--- src/rtl/fetch_ctrl_pkg.sv ---
// rtl/fetch_ctrl_pkg.sv - shared types and constants for the instruction fetch controller
package fetch_ctrl_pkg;

    typedef enum logic [2:0] {
        IDLE  = 3'd0,
        ISSUE = 3'd1,
        WAIT  = 3'd2,
        HOLD  = 3'd3,
        DRAIN = 3'd4
    } fetch_state_t;

    // addi x0,x0,0 is the bubble the IF/ID register sees when nothing was fetched
    localparam logic [31:0] NOP_INSN = 32'h0000_0013;

endpackage

--- src/rtl/sat_counter.sv ---
// rtl/sat_counter.sv - saturating up-counter with enable and synchronous clear
module sat_counter #(
    parameter int WIDTH = 32
) (
    input  logic             clk,
    input  logic             clr,
    input  logic             en,
    output logic [WIDTH-1:0] count
);

    always_ff @(posedge clk) begin
        if (clr) begin
            count <= '0;
        end else if (en && (count != {WIDTH{1'b1}})) begin
            count <= count + 1'b1;
        end
    end

endmodule

--- src/rtl/imem_fetch_ctrl.sv ---
// rtl/imem_fetch_ctrl.sv - single-outstanding instruction fetch controller with stall/redirect handling
module imem_fetch_ctrl #(
    parameter int                    ADDR_WIDTH = 32,
    parameter int                    DATA_WIDTH = 32,
    parameter logic [DATA_WIDTH-1:0] NOP_INSN   = fetch_ctrl_pkg::NOP_INSN
) (
    input  logic                  clk,
    input  logic                  rst,
    input  logic [ADDR_WIDTH-1:0] pc_f,
    input  logic                  pcsrc_e,
    input  logic                  hazard_stall,
    output logic                  imem_req,
    output logic [ADDR_WIDTH-1:0] imem_addr,
    input  logic                  imem_ack,
    input  logic [DATA_WIDTH-1:0] imem_rdata,
    output logic [DATA_WIDTH-1:0] ins_f,
    output logic                  ins_valid,
    output logic                  pc_write,
    output logic                  if_id_write,
    output logic [31:0]           stall_cnt,
    output logic                  proto_err
);

    import fetch_ctrl_pkg::*;

    fetch_state_t          state;
    fetch_state_t          next_state;
    logic [DATA_WIDTH-1:0] hold_buf;
    logic                  capture;
    logic                  discard;
    logic                  cnt_en;
    logic                  stray_ack;

    always_ff @(posedge clk) begin
        if (rst) begin
            state     <= IDLE;
            hold_buf  <= NOP_INSN;
            proto_err <= 1'b0;
        end else begin
            state <= next_state;
            if (capture) begin
                hold_buf <= imem_rdata;
            end else if (discard) begin
                hold_buf <= NOP_INSN;
            end
            if (stray_ack) begin
                proto_err <= 1'b1;
            end
        end
    end

    always_comb begin
        next_state  = state;
        imem_req    = 1'b0;
        imem_addr   = '0;
        ins_f       = NOP_INSN;
        ins_valid   = 1'b0;
        pc_write    = 1'b0;
        if_id_write = 1'b0;
        capture     = 1'b0;
        discard     = 1'b0;
        cnt_en      = 1'b0;
        stray_ack   = 1'b0;

        case (state)
            IDLE: begin
                stray_ack  = imem_ack;
                next_state = ISSUE;
            end
            ISSUE: begin
                imem_req   = 1'b1;
                imem_addr  = pc_f;
                stray_ack  = imem_ack;
                next_state = pcsrc_e ? DRAIN : WAIT;
            end
            WAIT: begin
                if (imem_ack) begin
                    if (pcsrc_e) begin
                        next_state = ISSUE;
                    end else begin
                        ins_f     = imem_rdata;
                        ins_valid = 1'b1;
                        if (!hazard_stall) begin
                            pc_write   = 1'b1;
                            next_state = ISSUE;
                        end else begin
                            capture    = 1'b1;
                            next_state = HOLD;
                        end
                    end
                end else begin
                    cnt_en = 1'b1;
                    if (pcsrc_e) begin
                        next_state = DRAIN;
                    end
                end
            end
            HOLD: begin
                ins_f     = hold_buf;
                ins_valid = 1'b1;
                stray_ack = imem_ack;
                if (pcsrc_e) begin
                    discard    = 1'b1;
                    next_state = ISSUE;
                end else if (!hazard_stall) begin
                    pc_write   = 1'b1;
                    next_state = ISSUE;
                end
            end
            DRAIN: begin
                // The response to the abandoned request must be swallowed before reissuing
                if (imem_ack) begin
                    next_state = ISSUE;
                end else begin
                    cnt_en = 1'b1;
                end
            end
            default: begin
                next_state = IDLE;
            end
        endcase

        if (state != IDLE) begin
            if_id_write = !hazard_stall || pcsrc_e;
            if (pcsrc_e) begin
                pc_write = 1'b1;
            end
        end

        if (rst) begin
            imem_req    = 1'b0;
            imem_addr   = '0;
            pc_write    = 1'b0;
            if_id_write = 1'b0;
            ins_valid   = 1'b0;
            ins_f       = NOP_INSN;
        end
    end

    sat_counter #(
        .WIDTH(32)
    ) u_stall_cnt (
        .clk   (clk),
        .clr   (rst),
        .en    (cnt_en),
        .count (stall_cnt)
    );

endmodule

--- config.mk ---
export PLATFORM = sky130hd
export DESIGN_NAME = imem_fetch_ctrl
export DESIGN_NICKNAME = d
export VERILOG_FILES = /design/src/rtl/fetch_ctrl_pkg.sv /design/src/rtl/sat_counter.sv /design/src/rtl/imem_fetch_ctrl.sv
export SDC_FILE = /design/constraint.sdc
export NUM_CORES = 1
export LEC_CHECK = 0
export CORE_MARGIN = 5
export CORE_UTILIZATION = 45
export DETAILED_ROUTE_END_ITERATION = 7
export DONT_BUFFER_PORTS = 1
export GPL_ROUTABILITY_DRIVEN = 0
export GPL_TIMING_DRIVEN = 0
export HOLD_SLACK_MARGIN = 0.1
export PLACE_DENSITY = 0.63
export SLEW_MARGIN = 20
export SYNTH_ARGS = -nofsm -noshare
export SYNTH_HDL_FRONTEND = slang
export SYNTH_SLANG_ARGS = --single-unit
export TNS_END_PERCENT = 30
--- constraint.sdc ---
create_clock -name clk -period 2.7 [get_ports clk]
set_clock_uncertainty 0.1 [all_clocks]
set_input_delay 0.405 -clock clk [delete_from_list [all_inputs] [get_ports clk]]
set_output_delay 0.405 -clock clk [all_outputs]
set_load 0.02 [all_outputs]
* Word level (Yosys, flattened, before mapping)
Index checks and enable logic that the tools add are counted.
Widths: inputs -> output; s select.
** Storage, ports and cells
- Register bits after elaboration :: 68
** Cells by class
- Add/sub/neg operators :: 1
- Equal/unequal tests :: 8
- Muxes and demuxes :: 41
- Reductions and logical operators :: 9
** Operators with widths (count)
- $mux 32 :: 7
- $pmux 32 s2 :: 1
- $add 32x1->32 const B :: 1
- $ne 32x32->1 const B :: 1
- $mux 1 :: 22
- $mux 3 :: 6
- $pmux 3 s5 :: 1
- $eq 3x2->1 const B :: 2
- $ne 3x3->1 const B :: 2
- $mux 2 :: 2
- $pmux 1 s2 :: 2
- $eq 3x1->1 const B :: 1
- $eq 3x3->1 const B :: 1
- $logic_not 3->1 :: 1
- $reduce_and 3->1 :: 1
- $reduce_bool 3->1 :: 1
- $reduce_or 3->1 :: 1
- $ne 2x2->1 const B :: 1
- $reduce_bool 2->1 :: 1
- $reduce_or 2->1 :: 1
- $logic_and 1x1->1 :: 1
- $logic_not 1->1 :: 1
- $logic_or 1x1->1 :: 1

* Depth between registers and ports, before layout
Gate-level depths: netlist of run 1.
- Depth in word-level cells :: 7
- Depth in mapped cells :: 8
- Mapped depth without buffers :: 6

* Modules after synthesis
From an unflattened synthesis of run 1, not the netlist that was laid out.
** Unflattened totals
- Cells, all modules :: 433
- Area total of the unflattened synthesis :: 3677.3 sq um
** Modules (own cells, without submodules)
- imem_fetch_ctrl :: instances 1, cells each 234, area each 2003.2 sq um, seq. area each 720.7 sq um
- sat_counter :: instances 1, cells each 199, area each 1674.1 sq um, seq. area each 640.6 sq um

* Worst setup path after synthesis of run 1
Ideal clock, no wire load.
- Kind :: flip-flop to flip-flop
- Start :: register u_stall_cnt.count[0]
- End :: register u_stall_cnt.count[26]
- Arrival time :: 2.128 ns
- Data required time :: 2.479 ns
- Path slack :: 0.351 ns
- Stages on the path, launching flop included :: 8
- Buffers on the path :: 1
- Period minus slack after synthesis :: 2.349 ns
- Cells stage by stage :: dfxtp_1 ha_1 and4_1 and4_2 clkbuf_1 a21oi_1 nor4b_1 mux2_2
** Between the ends
- Cells in the longest elaborated chain, start to end :: 2
- Elaborated cells on any way between the ends :: 3
** Ends and longest elaborated chain
- start: declaration :: RTL line sat_counter.sv:8 : output logic [WIDTH-1:0] count
- start signal: assignment :: RTL line sat_counter.sv:15 : count <= count + 1'b1;
- branches (longest 2 deep; another with $add 32x1->32)
Several ways; the timed one is not identified.
A chain may end at the register's enable or synchronous reset.

* Worst setup path after layout of run 1
- Start :: register state[2]
- End :: output ins_valid
** Between the ends
- Cells in the longest elaborated chain, start to end :: 3
- Elaborated cells on any way between the ends :: 4
** Ends and longest elaborated chain
- start: declaration :: RTL line imem_fetch_ctrl.sv:26 : fetch_state_t state;
- start signal: assignment :: RTL line imem_fetch_ctrl.sv:40 : state <= next_state;
- $eq 3x2->1 :: RTL line imem_fetch_ctrl.sv:65 : case (state)
- $pmux 1 s2 (*) :: RTL line imem_fetch_ctrl.sv:65
- $mux 1 (*) :: RTL line imem_fetch_ctrl.sv:130 : if (rst) begin
- end: declaration :: RTL line imem_fetch_ctrl.sv:17 : output logic ins_valid,
Mark *: on every way between the ends. The rest lies on a longest branch, timed or not.

==> reports/results.ini, run 1 <==
[run_status]
status = finished, final reports clean

[yosys]
synth_fa_ha_area_share_pct = 0.3420
synth_warnings = 0
synth-xor-area-share_pct = 3.591
ys.flop_type = dfxtp_1
synth_edf_count = 0
synth.mux.area_fraction_pct = 1.505
synth-simple-area-share_pct = 31.43
syn_area_per_cell_sq_um = 8.076
ys_ff_latch = 68
yosysSeqAreaShare_pct = 37.21
synth_area_sq_mm = 0.003659
synth.top_cell.area_share_pct = 37.21
async_flop_share_pct = 0
mappedNetlistNets = 523
ys_types = 54
synth-compound-area-share_pct = 21.31
synth_top_area_cell = dfxtp_1
synth_top_family_by_area = simple AND/OR/NAND/NOR gates
synthesis.instances = 453
netlist_top_cells_area = dfxtp_1 37%, a22oi_1 12%, nor2_1 9.5%, and2_1 5.6%, clkbuf_1 2.7%

[power_and_ir_drop]
p_sw_uw = 510.9
power_density_mw_per_mm2 = 505.4
p_seq_share_pct = 50.1
leakagePower_uw = 0.001292
clkPwrFrac_pct = 42.0
pwr-share-comb_pct = 7.9
power.internal_uw = 1526
switching_share_pct = 25.08
ir_worst_vdd_mv = 0.2660

[floorplan]
die_h_microns = 100.2
io_pins = 170
die_w_microns = 100.2
core-area_sq_mm = 0.007807
die-area_sq_mm = 0.01003
start_util_pct = 46.86
fp-row-count = 32

[critical_path]
worstPathMaxFanout = 10
reg2reg_slack_ns = 0.18
endpoint_kind = output pin
cp_data_arrival_time_ns = 2.14
r2r-start = u_stall_cnt.count[0]
crit_start = state[2]
rr_worst_depth = 7
critPathRequiredTime_ns = 2.19
setup.worst_path.start_class = flip-flop
r2r_end = u_stall_cnt.count[26]
cp-endpoint = ins_valid
worstSetupPathType = flip-flop to output pin

[cts]
clock_latency_ns = 0.34
cts_buffer_depth = 2
clk_pin_slew_ns = 0.07
postCtsSetupRepairBufs = 0
cts_tree = yes
clock_sinks = 68
cts_max_level = 3
cts_root_buf = clkbuf_8
cts-buffers-inserted = 9

[timing]
finalCritPeriodShare_pct = 98.09
tightest_slew_ns = 0.7040
tns_ns = 0
hold_viol = 0
slew-limit-headroom_pct = 52.85
setup_viol = 0
final_max_slew_viol_count = 0
period_minus_slack_ns = 2.649
rsz0062_at_grt = true
max_freq_ghz = 0.3776

[global_routing]
antenna_found_initial = 0
overflow = 0
grt_util_all_layers_pct = 20.61
first_global_vias = 3298
grt_pass1_wl_microns = 16790
grt_max_degree = 12

[min_path]
min_path_type = primary input to flip-flop
holdPathStages = 2

[route]
drt-initial-drc-count = 186
drt-total-wl_microns = 10790
ant_nets = 0
vias = 3488
drc = 0
viasPerCell = 6.098
firstDrtPassIters = 5
wl_per_cell_microns = 18.87

[finish]
fin_nets = 535
final_common_cell = nor2_1
mostFrequentLayoutCells = 89 x nor2_1, 68 x dfxtp_1, 58 x a22oi_1, 33 x and2_1, 20 x clkbuf_1
drive_gt1_share_pct = 12.13
area_growth_pct = 10.19
antennaDiodeCount = 0
fin_util_pct = 51.63

[flow_run]
drv_cap = 0

[placed_design]
dpl.hpwl_microns = 8082
io_buffers = 0

-- synth_stat cells (2+ instances only) --
master,count
nor2_1,93
dfxtp_1,68
a22oi_1,58
and2_1,33
clkbuf_1,26
nand2_1,16
a21oi_1,15
or3_1,11
xnor2_1,10
o21ai_0,9
inv_1,8
nand3_1,8
nand4_1,8
nor4_1,6
a211oi_1,5
nand2b_1,5
nor3_1,5
xor2_1,5
and3_1,4
mux2_2,4
o31ai_1,4
a211o_1,3
a31oi_1,3
and4_1,3
buf_2,3
nor2b_1,3
o22ai_1,3
or4_1,3
and4_4,2
buf_4,2
nand4_2,2
o21a_1,2
or4_2,2
-- flip-flops by register name, indices dropped and copies added (netlist names) --
| register | flops |
|---|---|
| state | 3 |
| u_stall_cnt.count | 32 |
| hold_buf | 32 |
| proto_err | 1 |
-- layout make-up --
type / count / area (sq um)
Clock inverter: 4 / 47.55
Buffer: 32 / 146.4
Timing Repair Buffer: 1 / 10.01
Fill cell: 770 / 3776
Multi-Input combinational cell: 345 / 2153
Clock buffer: 12 / 155.1
Inverter: 8 / 30.03
Tap cell: 102 / 127.6
Sequential cell: 68 / 1361
-- per-stage QoR --
step                setup slack, ns  hold WS [ns]  cells  total power, uW  area [sq um]
floorplan                    0.3514        0.3464    453             1168          3659
global placement            0.05285        0.3598    555             1200          3786
detailed placement          0.02200        0.3671    555             1201          3786
CTS                        0.005965        0.1100    572             2057          4013
global route               -0.08676        0.1219    572             2124          4031
finish                      0.05146        0.1270    572             2037          4031
-- timing repair --
action                                 4_1_cts  5_1_grt
hold buffers                                 1        0
endpoints found under the hold margin        1        0
setup endpoints to repair                   39       31
resized for setup                            7        8
pin swaps                                    0        0
-- per-layer routing --
| layer | wire length [microns] | global-route usage [%] | part of all wire (%) |
|---|---|---|---|
| met3 | 1004 | 5.212 | 9.3 |
| met4 | 119 | 6.736 | 1.1 |
| met5 | 0 | 0 | 0 |
| met1 | 4443 | 25.42 | 41 |
| met2 | 5225 | 35.07 | 48 |
-- cells by family after synthesis --
family	count (synthesis)
buffers and inverters	40
AOI/OAI and AO/OA	110
muxes	5
DFF	68
adders and majority gates	1
xor gates and xnor gates	15
and+or+nand+nor	214
-- how the worst min path moves through the flow --
stage                              start  slack [ns]           end
after detailed placement     hold_buf[1]        0.37   hold_buf[1]
after global placement       hold_buf[4]        0.36   hold_buf[4]
after floorplan              hold_buf[0]        0.35   hold_buf[0]
after global routing      imem_rdata[27]        0.12  hold_buf[27]
after CTS                  imem_rdata[1]        0.11   hold_buf[1]
final                      imem_rdata[4]        0.13   hold_buf[4]
-- critical path, cell delays in order (launching register included) --
cell      delay [ns]
dfxtp_1         0.37
nand2b_1        0.24
or2_2           0.30
clkbuf_1        0.18
clkbuf_1        0.28
nor2_1          0.43
-- power groups by stage --
stage / clock (uW) / combinational [uW] / sequential (uW)
2_1_floorplan: 0 / 127 / 1040
3_3_place_gp: 0 / 157 / 1040
3_5_place_dp: 0 / 157 / 1040
4_1_cts: 876 / 160 / 1020
5_1_grt: 928 / 174 / 1020
6_report: 856 / 160 / 1020
Note: power is estimated with default switching activity, not from simulation.
==> run 2, diff against run 1 <==
--- a/config.mk
+++ b/config.mk
@@ -7,6 +7,7 @@
 export LEC_CHECK = 0
 export CORE_MARGIN = 5
 export CORE_UTILIZATION = 45
+export CTS_CLUSTER_SIZE = 24
 export DETAILED_ROUTE_END_ITERATION = 7
 export DONT_BUFFER_PORTS = 1
 export GPL_ROUTABILITY_DRIVEN = 0
==> results of run 2 <==
No change in the layout: final DEF, timing and power equal those of run 1.
==> run 3, diff against run 2 <==
--- a/config.mk
+++ b/config.mk
@@ -6,16 +6,16 @@
 export NUM_CORES = 1
 export LEC_CHECK = 0
 export CORE_MARGIN = 5
-export CORE_UTILIZATION = 45
+export CORE_UTILIZATION = 42
 export CTS_CLUSTER_SIZE = 24
 export DETAILED_ROUTE_END_ITERATION = 7
-export DONT_BUFFER_PORTS = 1
 export GPL_ROUTABILITY_DRIVEN = 0
 export GPL_TIMING_DRIVEN = 0
 export HOLD_SLACK_MARGIN = 0.1
-export PLACE_DENSITY = 0.63
+export PLACE_DENSITY = 0.84
 export SLEW_MARGIN = 20
 export SYNTH_ARGS = -nofsm -noshare
 export SYNTH_HDL_FRONTEND = slang
+export SYNTH_HIERARCHICAL = 1
 export SYNTH_SLANG_ARGS = --single-unit
 export TNS_END_PERCENT = 30
==> run 3 against run 2 <==
Worst hold slack better by 0.24 ns. Highest routed layer unchanged. Power up 15%. Sequential cell count unchanged. Maximum frequency up 0.91%. Largest power group unchanged. Setup slack better by 0.024 ns. Combinational power up 120%. Design area up 44%. Critical endpoint is now ins_f[20]. Die area up 6.9%. Cell count up 27%. Non-clock buffer count up 178. Register-to-register slack worse by 0.06 ns.
==> reports/results.ini, run 3 <==
[timing]
timing.hold.ws_ns = 0.3660
layout_setup_ws_ns = 0.07525
max_freq_ghz = 0.3810
hold_viol = 0
final_max_slew_viol_count = 0
setup_viol = 0
slew-limit-headroom_pct = 61.51
finalCritPeriodShare_pct = 97.21
period_minus_slack_ns = 2.625
rsz0062_at_grt = true
tightest_slew_ns = 0.5738

[cts]
clk_pin_slew_ns = 0.07
cts_root_buf = clkbuf_8
clock_sinks = 68
cts_tree = yes
cts-buffers-inserted = 9
cts_hold_buf = 0
cts_buffer_depth = 2
clock_latency_ns = 0.35
cts_max_level = 3

[yosys]
mappedNetlistNets = 503
ys.flop_type = dfxtp_1
synthTopCellsByCount = 68 x dfxtp_1, 47 x nor2_1, 33 x and2_1, 30 x a22o_1, 29 x a32oi_1
synth.top_cell.area_share_pct = 37.02
netlist_top_cells_area = dfxtp_1 37%, a22o_1 7.1%, a32oi_1 6.9%, and2_1 5.6%, nor2_1 4.8%
synth_warnings = 6
ys_types = 50
async_flop_share_pct = 0
ys_ff_latch = 68
synth_edf_count = 0
yosysSeqAreaShare_pct = 37.02
synth_area_sq_mm = 0.003677
synthesis.instances = 433
syn_area_per_cell_sq_um = 8.493
synth_top_area_cell = dfxtp_1
yosysMostFrequentCell = dfxtp_1

[power_and_ir_drop]
ir_worst_vdd_mv = 0.2656
power_density_mw_per_mm2 = 405.5
leakagePower_uw = 0.002343

[global_routing]
grt_util_met2_pct = 38.07
overflow = 0
top_usage_layer = met2
grt_util_all_layers_pct = 22.25
antenna_found_initial = 0
met1_usage_pct = 25.89
grt_pass1_wl_microns = 20290
met3_usage_pct = 6.592
first_global_vias = 4131
grt_max_degree = 13

[finish]
stdcell_count = 729
fin_nets = 686
area_growth_pct = 57.71
largestRegisters = hold_buf x32, u_stall_cnt/count x32, state x3
fin_util_pct = 67.15
mostFrequentLayoutCells = 100 x clkdlybuf4s50_1, 67 x dfxtp_1, 53 x dlygate4sd2_1, 47 x nor2_1, 33 x and2_1
final_common_cell = clkdlybuf4s50_1
antennaDiodeCount = 0
drive_gt1_share_pct = 10.63

[route]
viasPerCell = 5.831
ant_nets = 0
drt-initial-drc-count = 278
vias = 4251
wl_per_cell_microns = 17.70
firstDrtPassIters = 5
drt-total-wl_microns = 12910
drc = 0

[floorplan]
start_util_pct = 42.58
io_pins = 170
die-area_sq_mm = 0.01073
core-area_sq_mm = 0.008636
fp-row-count = 34
die_h_microns = 103.6
die_w_microns = 103.6

[min_path]
holdPathStages = 2
min_path_type = flip-flop to flip-flop

[flow_run]
drv_cap = 0

[placed_design]
post-place-ws_ns = -0.9888
io_buffers = 168
place_inst = 709
dpl.hpwl_microns = 9540

[critical_path]
setup.worst_path.start_class = flip-flop
rr_worst_depth = 8
worstSetupPathType = flip-flop to output pin
cp_data_arrival_time_ns = 2.12
worstPathMaxFanout = 10
reg2reg_slack_ns = 0.12
critPathRequiredTime_ns = 2.19
endpoint_kind = output pin

[run_status]
status = finished, final reports clean

[run 3: changes by cell type after synthesis, moves of 11 or more]
cell     delta
buf_2      +11
a22o_1     +30
a21oi_1    +13
a32oi_1    +29
nor2_1     -46
a22oi_1    -55
[run 3: metal layers]
| layer | share of wire [%] | routed length, microns |
|---|---|---|
| met4 | 2.2 | 279 |
| met1 | 39 | 4987 |
| met2 | 50 | 6507 |
| met5 | 0 | 0 |
| met3 | 8.8 | 1131 |
[run 3: worst max-delay path: stages, from the launching register on]
cell           delay [ns]
dfxtp_1              0.35
buf_2                0.23
inv_1                0.11
nand3_1              0.25
clkbuf_1             0.38
nor2_1               0.11
dlygate4sd2_1        0.34
[run 3: kinds of logic after synthesis]
| family | share of synthesized area, % |
|---|---|
| XOR/XNOR | 1.905 |
| AND/OR/NAND/NOR | 27.42 |
| adder cells (fa/ha/maj) | 0.3402 |
| buffers and inverters | 6.397 |
| flip-flops | 37.02 |
| AO/OA/AOI/OAI | 26.03 |
| multiplexers | 0.8846 |
[run 3: cell type report]
class / count / area (sq um)
Buffer: 39 / 227.7
Tap cell: 108 / 135.1
Clock buffer: 11 / 151.4
Multi-Input combinational cell: 315 / 2130
Inverter: 11 / 41.29
Timing Repair Buffer: 172 / 1668
Clock inverter: 5 / 83.83
Sequential cell: 68 / 1363
Fill cell: 705 / 2836
[run 3: power breakdown]
part / total (uW) / internal [uW] / switching (uW)
clock network: 980 / 572 / 408
registers: 1020 / 1010 / 7.92
logic: 352 / 176 / 176
[run 3: metrics by stage]
| stage | total power (uW) | setup TNS [ns] | area [sq um] |
|---|---|---|---|
| 6_report | 2351 | 0 | 5799 |
| 3_3_place_gp | 1389 | -19.28 | 5494 |
| 4_1_cts | 2349 | -0.1999 | 5718 |
| 5_1_grt | 2426 | -0.4824 | 5799 |
| 3_5_place_dp | 1394 | -21.91 | 5494 |
| 2_1_floorplan | 1193 | 0 | 3677 |
[run 3: final timing paths]
check | from | endpoint
worst max-delay path | state[2] | ins_f[20]
worst min-delay path | hold_buf[0] | hold_buf[0]
worst max register to register | u_stall_cnt/count[13] | u_stall_cnt/count[19]
worst min register to register | hold_buf[0] | hold_buf[0]
[run 3: timing repair]
item                       4_1_cts  5_1_grt
pin swaps                        1        3
gates resized for setup         78       26
setup endpoints to repair       71       35
setup buffers                    2        2
